## src/rtl/squat_pkg.sv

```systemverilog
// squat_pkg: shared constants and types for the SQUAT Rx cell scheduler
package squat_pkg;
    localparam int CELL_BYTES = 53;
    localparam int NPORTS     = 4;
    typedef enum logic [1:0] {IDLE, XFER, DRAIN} state_t;
    typedef logic [1:0] port_t;
    typedef logic [5:0] bidx_t;
    localparam bidx_t LAST_BYTE = bidx_t'(CELL_BYTES - 1);
endpackage

```

## src/rtl/squat_rr_arb.sv

```systemverilog
// squat_rr_arb: 4-way combinational round-robin picker starting at ptr
module squat_rr_arb
    import squat_pkg::*;
(
    input  logic [3:0] req,
    input  port_t      ptr,
    output logic       gnt_vld,
    output port_t      gnt_idx
);
    // scan from the farthest offset down so the nearest request at or after ptr wins
    always_comb begin
        gnt_vld = |req;
        gnt_idx = ptr;
        for (int i = 3; i >= 0; i--)
            if (req[ptr + port_t'(i)]) gnt_idx = ptr + port_t'(i);
    end
endmodule

```

## src/rtl/squat_rx_sched.sv

```systemverilog
// squat_rx_sched: polls the Utopia Rx ports round-robin and forwards granted cells to the ingress buffer
module squat_rx_sched
    import squat_pkg::*;
(
    input  logic                  clk,
    input  logic                  rst,
    input  logic [NPORTS-1:0]     Rx_clav,
    input  logic [NPORTS-1:0]     Rx_soc,
    input  logic [8*NPORTS-1:0]   Rx_data,
    output logic [NPORTS-1:0]     Rx_en,
    input  logic [NPORTS-1:0]     port_en,
    input  logic                  buf_space,
    output logic                  cell_vld,
    output logic [7:0]            cell_data,
    output logic                  cell_sop,
    output logic                  cell_eop,
    output port_t                 cell_port,
    output logic                  cell_err,
    output logic [7:0]            soc_err_cnt
);
    state_t     state, state_nxt;
    port_t      ptr, gnt, arb_idx;
    bidx_t      cnt, samp_k;
    logic       arb_vld, start, samp, abort, mid_err, last_en, cur_soc, err_flag;
    logic [7:0] cur_byte;

    squat_rr_arb u_arb (
        .req     (Rx_clav & port_en),
        .ptr     (ptr),
        .gnt_vld (arb_vld),
        .gnt_idx (arb_idx)
    );

    // samp marks a cycle whose end samples byte samp_k of the granted port
    always_comb begin
        cur_soc   = Rx_soc[gnt];
        cur_byte  = Rx_data[{gnt, 3'b000} +: 8];
        start     = state == IDLE && buf_space && arb_vld;
        abort     = samp && samp_k == '0 && !cur_soc;
        mid_err   = samp && samp_k != '0 && cur_soc;
        last_en   = state == XFER && cnt == LAST_BYTE;
        state_nxt = state == IDLE ? (start ? XFER : IDLE) :
                    state == XFER ? (abort ? IDLE : last_en ? DRAIN : XFER) : IDLE;
    end

    // state register
    always_ff @(posedge clk or negedge rst) begin
        if (!rst) state <= IDLE;
        else      state <= state_nxt;
    end

    // grant, enable sequencing, byte capture and SOC error tracking
    always_ff @(posedge clk or negedge rst) begin
        if (!rst) begin
            Rx_en       <= '1;
            ptr         <= '0;
            gnt         <= '0;
            cnt         <= '0;
            samp        <= 1'b0;
            samp_k      <= '0;
            err_flag    <= 1'b0;
            soc_err_cnt <= '0;
            cell_vld    <= 1'b0;
            cell_data   <= '0;
            cell_sop    <= 1'b0;
            cell_eop    <= 1'b0;
            cell_port   <= '0;
            cell_err    <= 1'b0;
        end else begin
            Rx_en    <= start ? ~(NPORTS'(1) << arb_idx) : (abort || last_en) ? '1 : Rx_en;
            ptr      <= start ? port_t'(arb_idx + 2'd1) : ptr;
            gnt      <= start ? arb_idx : gnt;
            cnt      <= (state == XFER && state_nxt == XFER) ? cnt + 6'd1 : '0;
            samp     <= state == XFER && !abort;
            samp_k   <= cnt;
            err_flag <= start ? 1'b0 : err_flag || mid_err;
            if ((abort || mid_err) && soc_err_cnt != 8'hFF)
                soc_err_cnt <= soc_err_cnt + 8'd1;
            cell_vld <= samp && !abort;
            cell_sop <= samp && !abort && samp_k == '0;
            cell_eop <= samp && samp_k == LAST_BYTE;
            cell_err <= samp && samp_k == LAST_BYTE && (err_flag || mid_err);
            if (samp && !abort) begin
                cell_data <= cur_byte;
                cell_port <= gnt;
            end
        end
    end
endmodule

```

## config.mk

```make
export PLATFORM = sky130hd
export DESIGN_NAME = squat_rx_sched
export DESIGN_NICKNAME = d
export VERILOG_FILES = /design/src/rtl/squat_pkg.sv /design/src/rtl/squat_rr_arb.sv /design/src/rtl/squat_rx_sched.sv
export SDC_FILE = /design/constraint.sdc
export NUM_CORES = 1
export LEC_CHECK = 0
export ABC_AREA = 0
export BUFFER_PORTS_ARGS = -buffer_cell sky130_fd_sc_hd__buf_4
export CAP_MARGIN = 25
export CORE_UTILIZATION = 50
export DETAILED_ROUTE_END_ITERATION = 10
export GPL_TIMING_DRIVEN = 0
export PLACE_DENSITY = 0.83
export SLEW_MARGIN = 15
export SYNTH_ARGS = -nofsm -noshare
export SYNTH_HDL_FRONTEND = slang
export SYNTH_SLANG_ARGS = --single-unit
```

## constraint.sdc

```tcl
create_clock -name clk -period 2.45 [get_ports clk]
set_input_delay 0.3675 -clock clk [delete_from_list [all_inputs] [get_ports clk]]
set_output_delay 0.3675 -clock clk [all_outputs]
set_load 0.005 [all_outputs]
```

==> run_results.csv, run 1 <==
group,metric,value,unit
pwr,power.internal,0.002160,W
clock_network,clk_latency,0.29,ns
sta,final_max_slew_viol_count,0,
worst_setup_path,crit_path_cell_trace,"mux4_2, or3_1, buf_2, nand2_1, buf_4, mux2_1",
layout,final_core_util,71.29,%
clock_network,cts_tree,"done",
pwr,p_seq_share,39.8,%
sta,fin_crit_sh,93.05,%
synth,synth.distinct_cells,36,
routing,detail-route-antenna-nets,0,
floorplan,die_y,68.95,microns
placed_design,portBuffers,72,
floorplan,die_area,4753,sq um
synth,synth_commonest_cells,"dfrtp_1, nand2_1, nor2_1",
placed_design,hpwl,3409,microns
routing,dr.pass1.iters,4,
pwr,p_leak,1.407,nW
pwr,ir_worst_vdd,0.6664,mV
grt,overflow,0,
worst_setup_path,crit_path_end_kind,"flip-flop",
floorplan,std_cell_rows,23,
pwr,combPwrFrac,43.6,%
layout,fin_nets,315,
sta,finalSetupViolations,0,
clock_network,clock-root-buffer,"clkbuf_8",
sta,setup_tns,0,ns
sta,rsz0062_at_grt,"false",
synth,synthArstFlopShare,100.0,%
worst_setup_path,start_kind,"flip-flop",
layout,register_area,1156,sq um
synth,ys_seq_area_share,51.59,%
worst_setup_path,worstPathMaxFanout,10,
sta,hold_viol,0,
grt,grt_pass1_wl,7452,microns
clock_network,cts_sinks,46,
sta,tightestPinTransition,0.7642,ns
clock_network,cts_max_level,2,
clock_network,clk_path_buf_depth,2,
pwr,power_density,1122,nW/um^2
layout,nFillCells,316,
synth,synth-main-ff-cell,"dfrtp_1",
grt,antenna_found_initial,0,
synth,synth_edf_count,0,
synth,syn-cell-area,2241,sq um
floorplan,core,4144,sq um
status,outcome,"completed",
synth,synth_top_area_share,46.90,%
layout,drive_gt1_share,38.55,%
sta,slew_headroom,49.05,%
synth,synth_cells,182,
worst_setup_path,critical_path_class,"reg -> reg",
placed_design,gp_congestion,0.8787,
placed_design,placed_cell_area,2844,sq um
worst_setup_path,cp_data_required_time,2.62,ns
synth,syn-num-nets,236,
worst_setup_path,crit_arrival,2.45,ns
clock_network,cts_setup_buffers,0,
clock_network,clkSlewWorstSetupHoldPaths,0.09,ns
clock_network,cts_resized,0,
synth,yosys-top-cells-area,"dfrtp_1, mux4_2, mux2_1, dfstp_2, ha_1",
layout,multiInputGateArea,1020,sq um
sta,fmax,438.7,MHz
placed_design,dp_cells,304,
synth,ys_ff_latch,46,
pwr,power,0.003315,W
layout,final_area,2954,sq um
synth,synth_warnings,0,
clock_network,cts_hold_buf,0,
routing,vias_per_cell,5.558,
floorplan,ios,73,
floorplan,initial_core_util,54.08,%
grt,grt_pass1_vias,1758,
routing,post-route-drc-count,0,
synth,yosys.cell_count.top_type,"dfrtp_1",
floorplan,die_x,68.95,microns
routing,drt-wirelength-per-cell,14.35,microns
worst_setup_path,critical-path-slowest-cell,"mux4_2",
clock_network,cts_buffers,5,
layout,syn_to_final_growth,31.83,%
layout,diodes,0,
grt,grtUsageTotal,21.86,%
grt,grt_max_degree,47,
worst_hold_path,min_path_type,"in -> async",
sta,period_needed,2.280,ns
synth,syn_avg_cell_area,12.31,sq um
pwr,power_frac_clock,16.7,%
routing,num_vias,1734,
routing,drt_iter0_markers,92,
synth,synth_top_area_cell,"dfrtp_1",
pwr,p_sw_share,34.84,%
layout,finalNonFillerCells,312,
sta,skew,0.005443,ns
job,drv_cap,0,
routing,wirelength,4477,microns
pwr,p_sw,0.001155,W
worst_setup_path,max_stage_delay,0.56,ns
## critical path, delay by kind of cell (launching register included)
family / cells / cell delay (ns)
simple gates: 2 / 0.50
buf+inv: 2 / 0.37
flops: 1 / 0.37
mux: 2 / 0.91
## cells by family after synthesis
| group | synth area share [%] |
|---|---|
| simple gates | 11.95 |
| compound gates | 7.984 |
| flops | 51.59 |
| buf+inv | 2.903 |
| xor+xnor | 4.300 |
| mux | 17.36 |
| fa+ha+maj | 3.908 |
## registers in the layout, summed over array words and instances, names as in the netlist
| name | flops |
|---|---|
| cell_data | 8 |
| soc_err_cnt | 8 |
| cnt | 6 |
| samp_k | 6 |
| Rx_en | 4 |
| cell_port | 2 |
| gnt | 2 |
| ptr | 2 |
| state | 2 |
| cell_eop | 1 |
| cell_err | 1 |
| cell_sop | 1 |
| cell_vld | 1 |
| err_flag | 1 |
| samp | 1 |
## power by group through the flow
stage | sequential (W) | combinational, W | clock, W
4_1_cts | 0.00132 | 0.00147 | 0.000567
3_5_place_dp | 0.00133 | 0.00146 | 0
2_1_floorplan | 0.00130 | 0.000888 | 0
6_report | 0.00132 | 0.00144 | 0.000552
3_3_place_gp | 0.00131 | 0.00142 | 0
5_1_grt | 0.00137 | 0.00162 | 0.000597
## cell type report
cell class,count,share of cell area (%)
plain buffers,7,1.059
clock buffers,6,2.457
clock inverters,2,1.271
inverters,9,1.144
multi-input cells,120,34.52
flip-flops and latches,46,39.14
well taps,50,2.118
repair buffers,72,18.30
## cells in the final DEF, fill, tap and decap left out, types with 3 or more instances in the layout
cell type and count:
mux4_2 9, mux2i_1 4, nand2_1 12, dfrtp_1 42
ha_1 7, nand3_1 7, mux2_1 11, dfstp_2 4
xor2_1 9, inv_1 9, nor3_1 6, clkbuf_1 6
a211oi_1 4, a21oi_1 3, a22o_1 3, a2111oi_2 3
buf_4 73, clkbuf_8 5, or3_1 5, nand3b_1 3
nor2_1 12
## layer usage
metal / vias up / track usage, % / part of all wire (%)
met5: - / 0 / 0
met4: 0 / 8.929 / 1.1
met3: 4 / 6.250 / 8.0
met2: 56 / 40.66 / 54
met1: 859 / 22.74 / 37
li1: 815 / - / -
## final timing paths
| check | depth (start not counted) | to | slack (ns) | from |
|---|---|---|---|---|
| setup reg to reg | 6 | cell_data[7]$_DFFE_PN0N_ | 0.17 | gnt[0]$_DFFE_PN0N_ |
| max in group asynchronous | 1 | Rx_en[3]$_DFFE_PN1P_ | 2.00 | rst |
| hold reg to reg | 0 | samp_k[5]$_DFF_PN0_ | 0.43 | cnt[5]$_DFF_PN0_ |
| setup / recovery | 6 | cell_data[7]$_DFFE_PN0N_ | 0.17 | gnt[0]$_DFFE_PN0N_ |
| min in group clk | 0 | samp_k[5]$_DFF_PN0_ | 0.43 | cnt[5]$_DFF_PN0_ |
| hold / removal | 1 | soc_err_cnt[6]$_DFFE_PN0P_ | 0.06 | rst |
## metrics by stage
stage | hold slack (ns) | setup slack [ns]
finish | 0.05751 | 0.1703
global route | 0.09654 | 0.04932
CTS | 0.08226 | 0.1490
detailed placement | 0.4056 | 0.08576
global placement | 0.3955 | 0.1364
floorplan | 0.07191 | 0.3226
No activity file was read; power rests on OpenSTA's default activity.
==> run 2: changes to the inputs <==
Settings changed: CTS_BUF_LIST set to sky130_fd_sc_hd__clkbuf_16.
==> run 2 against run 1 <==
  * Via count shrank 1.7%
  * Clock skew shrank 0.0017 ns
  * Global-route usage grew 0.27 points
==> run_results.csv, run 2 (synthesis gave the netlist of run 1 again) <==
group,metric,value,unit
pwr,ir_worst_vdd,0.6359,mV
worst_setup_path,critical_path_class,"reg -> reg",
clock_network,clk_path_buf_depth,2,
layout,nFillCells,300,
placed_design,hpwl,3409,microns
clock_network,cts_tree,"done",
routing,post-route-drc-count,0,
status,outcome,"completed",
worst_setup_path,crit_path_cell_trace,"mux4_2, or3_1, buf_2, nand2_1, buf_4, mux2_1",
routing,drt-wirelength-per-cell,14.53,microns
routing,dr.pass1.iters,6,
floorplan,die_y,68.95,microns
layout,top_regs,"cell_data (8), soc_err_cnt (8)",
layout,fin_nets,315,
pwr,power.internal,0.002337,W
floorplan,std_cell_rows,23,
grt,antenna_found_initial,0,
pwr,p_seq_share,37.6,%
clock_network,clkSlewWorstSetupHoldPaths,0.06,ns
worst_hold_path,min_path_type,"in -> async",
placed_design,portBuffers,72,
worst_setup_path,critPathCapture,"cell_data[7]$_DFFE_PN0N_",
worst_setup_path,worstPathMaxFanout,10,
worst_setup_path,cp_data_required_time,2.61,ns
layout,diodes,0,
sta,skew,0.003770,ns
worst_setup_path,rrSetupSlack,0.18,ns
worst_setup_path,crit_arrival,2.43,ns
routing,detail-route-antenna-nets,0,
routing,dr_wl_met2,2397,microns
worst_setup_path,r2r_end,"cell_data[7]$_DFFE_PN0N_",
sta,fmax,439.6,MHz
clock_network,clock-root-buffer,"clkbuf_16",
routing,vias_per_cell,5.465,
pwr,power,0.003525,W
grt,grt_max_degree,47,
worst_setup_path,critical-path-slowest-cell,"mux4_2",
routing,wirelength,4533,microns
layout,final_common_cell,"buf_4",
sta,period_needed,2.275,ns
grt,grt_pass1_wl,7583,microns
placed_design,dp_cells,304,
placed_design,gp_congestion,0.8787,
sta,hold_viol,0,
layout,finalNonFillerCells,312,
pwr,p_sw_share,33.72,%
clock_network,cts_sinks,46,
worst_setup_path,rr_worst_depth,6,
sta,setup_tns,0,ns
clock_network,cts_max_level,2,
grt,overflow,0,
worst_setup_path,start_kind,"flip-flop",
floorplan,die_area,4753,sq um
placed_design,placed_cell_area,2844,sq um
routing,wl_met3,353,microns
worst_setup_path,r2r-start,"gnt[0]$_DFFE_PN0N_",
clock_network,clk_latency,0.28,ns
pwr,p_sw,0.001189,W
clock_network,cts_buffers,5,
sta,finalSetupViolations,0,
routing,num_vias,1705,
floorplan,die_x,68.95,microns
clock_network,cts_setup_buffers,0,
layout,drive_gt1_share,38.55,%
sta,slew_headroom,50.06,%
floorplan,initial_core_util,54.08,%
layout,syn_to_final_growth,34.34,%
layout,final_area,3010,sq um
sta,final_max_slew_viol_count,0,
job,drv_cap,0,
sta,rsz0062_at_grt,"false",
floorplan,ios,73,
sta,hold_ws,0.07827,ns
worst_setup_path,max_stage_delay,0.56,ns
pwr,combPwrFrac,41.1,%
routing,top_layer,"met4",
pwr,power_frac_clock,21.3,%
grt,grt_pass1_vias,1737,
floorplan,core,4144,sq um
clock_network,cts_hold_buf,0,
layout,final_cell_mix,"buf_4, dfrtp_1, nand2_1, nor2_1, mux2_1",
pwr,p_leak,1.437,nW
sta,tightestPinTransition,0.7491,ns
routing,wl_met1,1756,microns
sta,fin_crit_sh,92.84,%
worst_setup_path,crit_path_end_kind,"flip-flop",
clock_network,cts_resized,0,
grt,grtUsageTotal,22.13,%
pwr,power_density,1171,nW/um^2
routing,drt_iter0_markers,103,
worst_setup_path,crit_start,"gnt[0]$_DFFE_PN0N_",
run 2: cell type report:
cell class	count	area, sq um	area share [%]
flip-flops and latches	46	1156	38.40
multi-input cells	120	1020	33.87
plain buffers	7	31.28	1.039
repair buffers	72	540.5	17.96
well taps	50	62.56	2.078
inverters	9	33.78	1.122
clock buffers	5	125.1	4.156
clock inverters	3	41.29	1.372
run 2: layer usage:
metal | track usage, % | vias up
met5 | 0 | -
met4 | 6.122 | 0
met1 | 24.18 | 835
met2 | 40.90 | 51
li1 | - | 815
met3 | 6.743 | 4
run 2: per-stage QoR:
step	utilization (%)	worst slack, ns
2_1_floorplan	-	0.3226
6_report	72.64	0.1753
4_1_cts	72.64	0.1520
3_3_place_gp	68.63	0.1364
3_5_place_dp	68.63	0.08576
5_1_grt	72.64	0.04339
run 2: worst min-delay path by stage:
stage                            endpoint  slack (ns)
2_1_floorplan    cell_data[0]$_DFFE_PN0N_        0.07
3_3_place_gp   soc_err_cnt[6]$_DFFE_PN0P_        0.40
3_5_place_dp   soc_err_cnt[6]$_DFFE_PN0P_        0.41
4_1_cts        soc_err_cnt[6]$_DFFE_PN0P_        0.10
5_1_grt        soc_err_cnt[4]$_DFFE_PN0P_        0.13
6_report       soc_err_cnt[0]$_DFFE_PN0P_        0.08
run 2: worst max-delay path, delay by kind of cell, from the launching register on:
family / cells / cell delay (ns)
buffers and inverters: 2 / 0.37
DFF: 1 / 0.36
muxes: 2 / 0.91
and+or+nand+nor: 2 / 0.49
run 2: power groups by stage:
stage	combinational (W)	clock (W)	sequential, W
final	0.00145	0.000750	0.00133
after global placement	0.00142	0	0.00131
after global routing	0.00162	0.000795	0.00137
after floorplan	0.000888	0	0.00130
after CTS	0.00147	0.000760	0.00133
after detailed placement	0.00146	0	0.00133
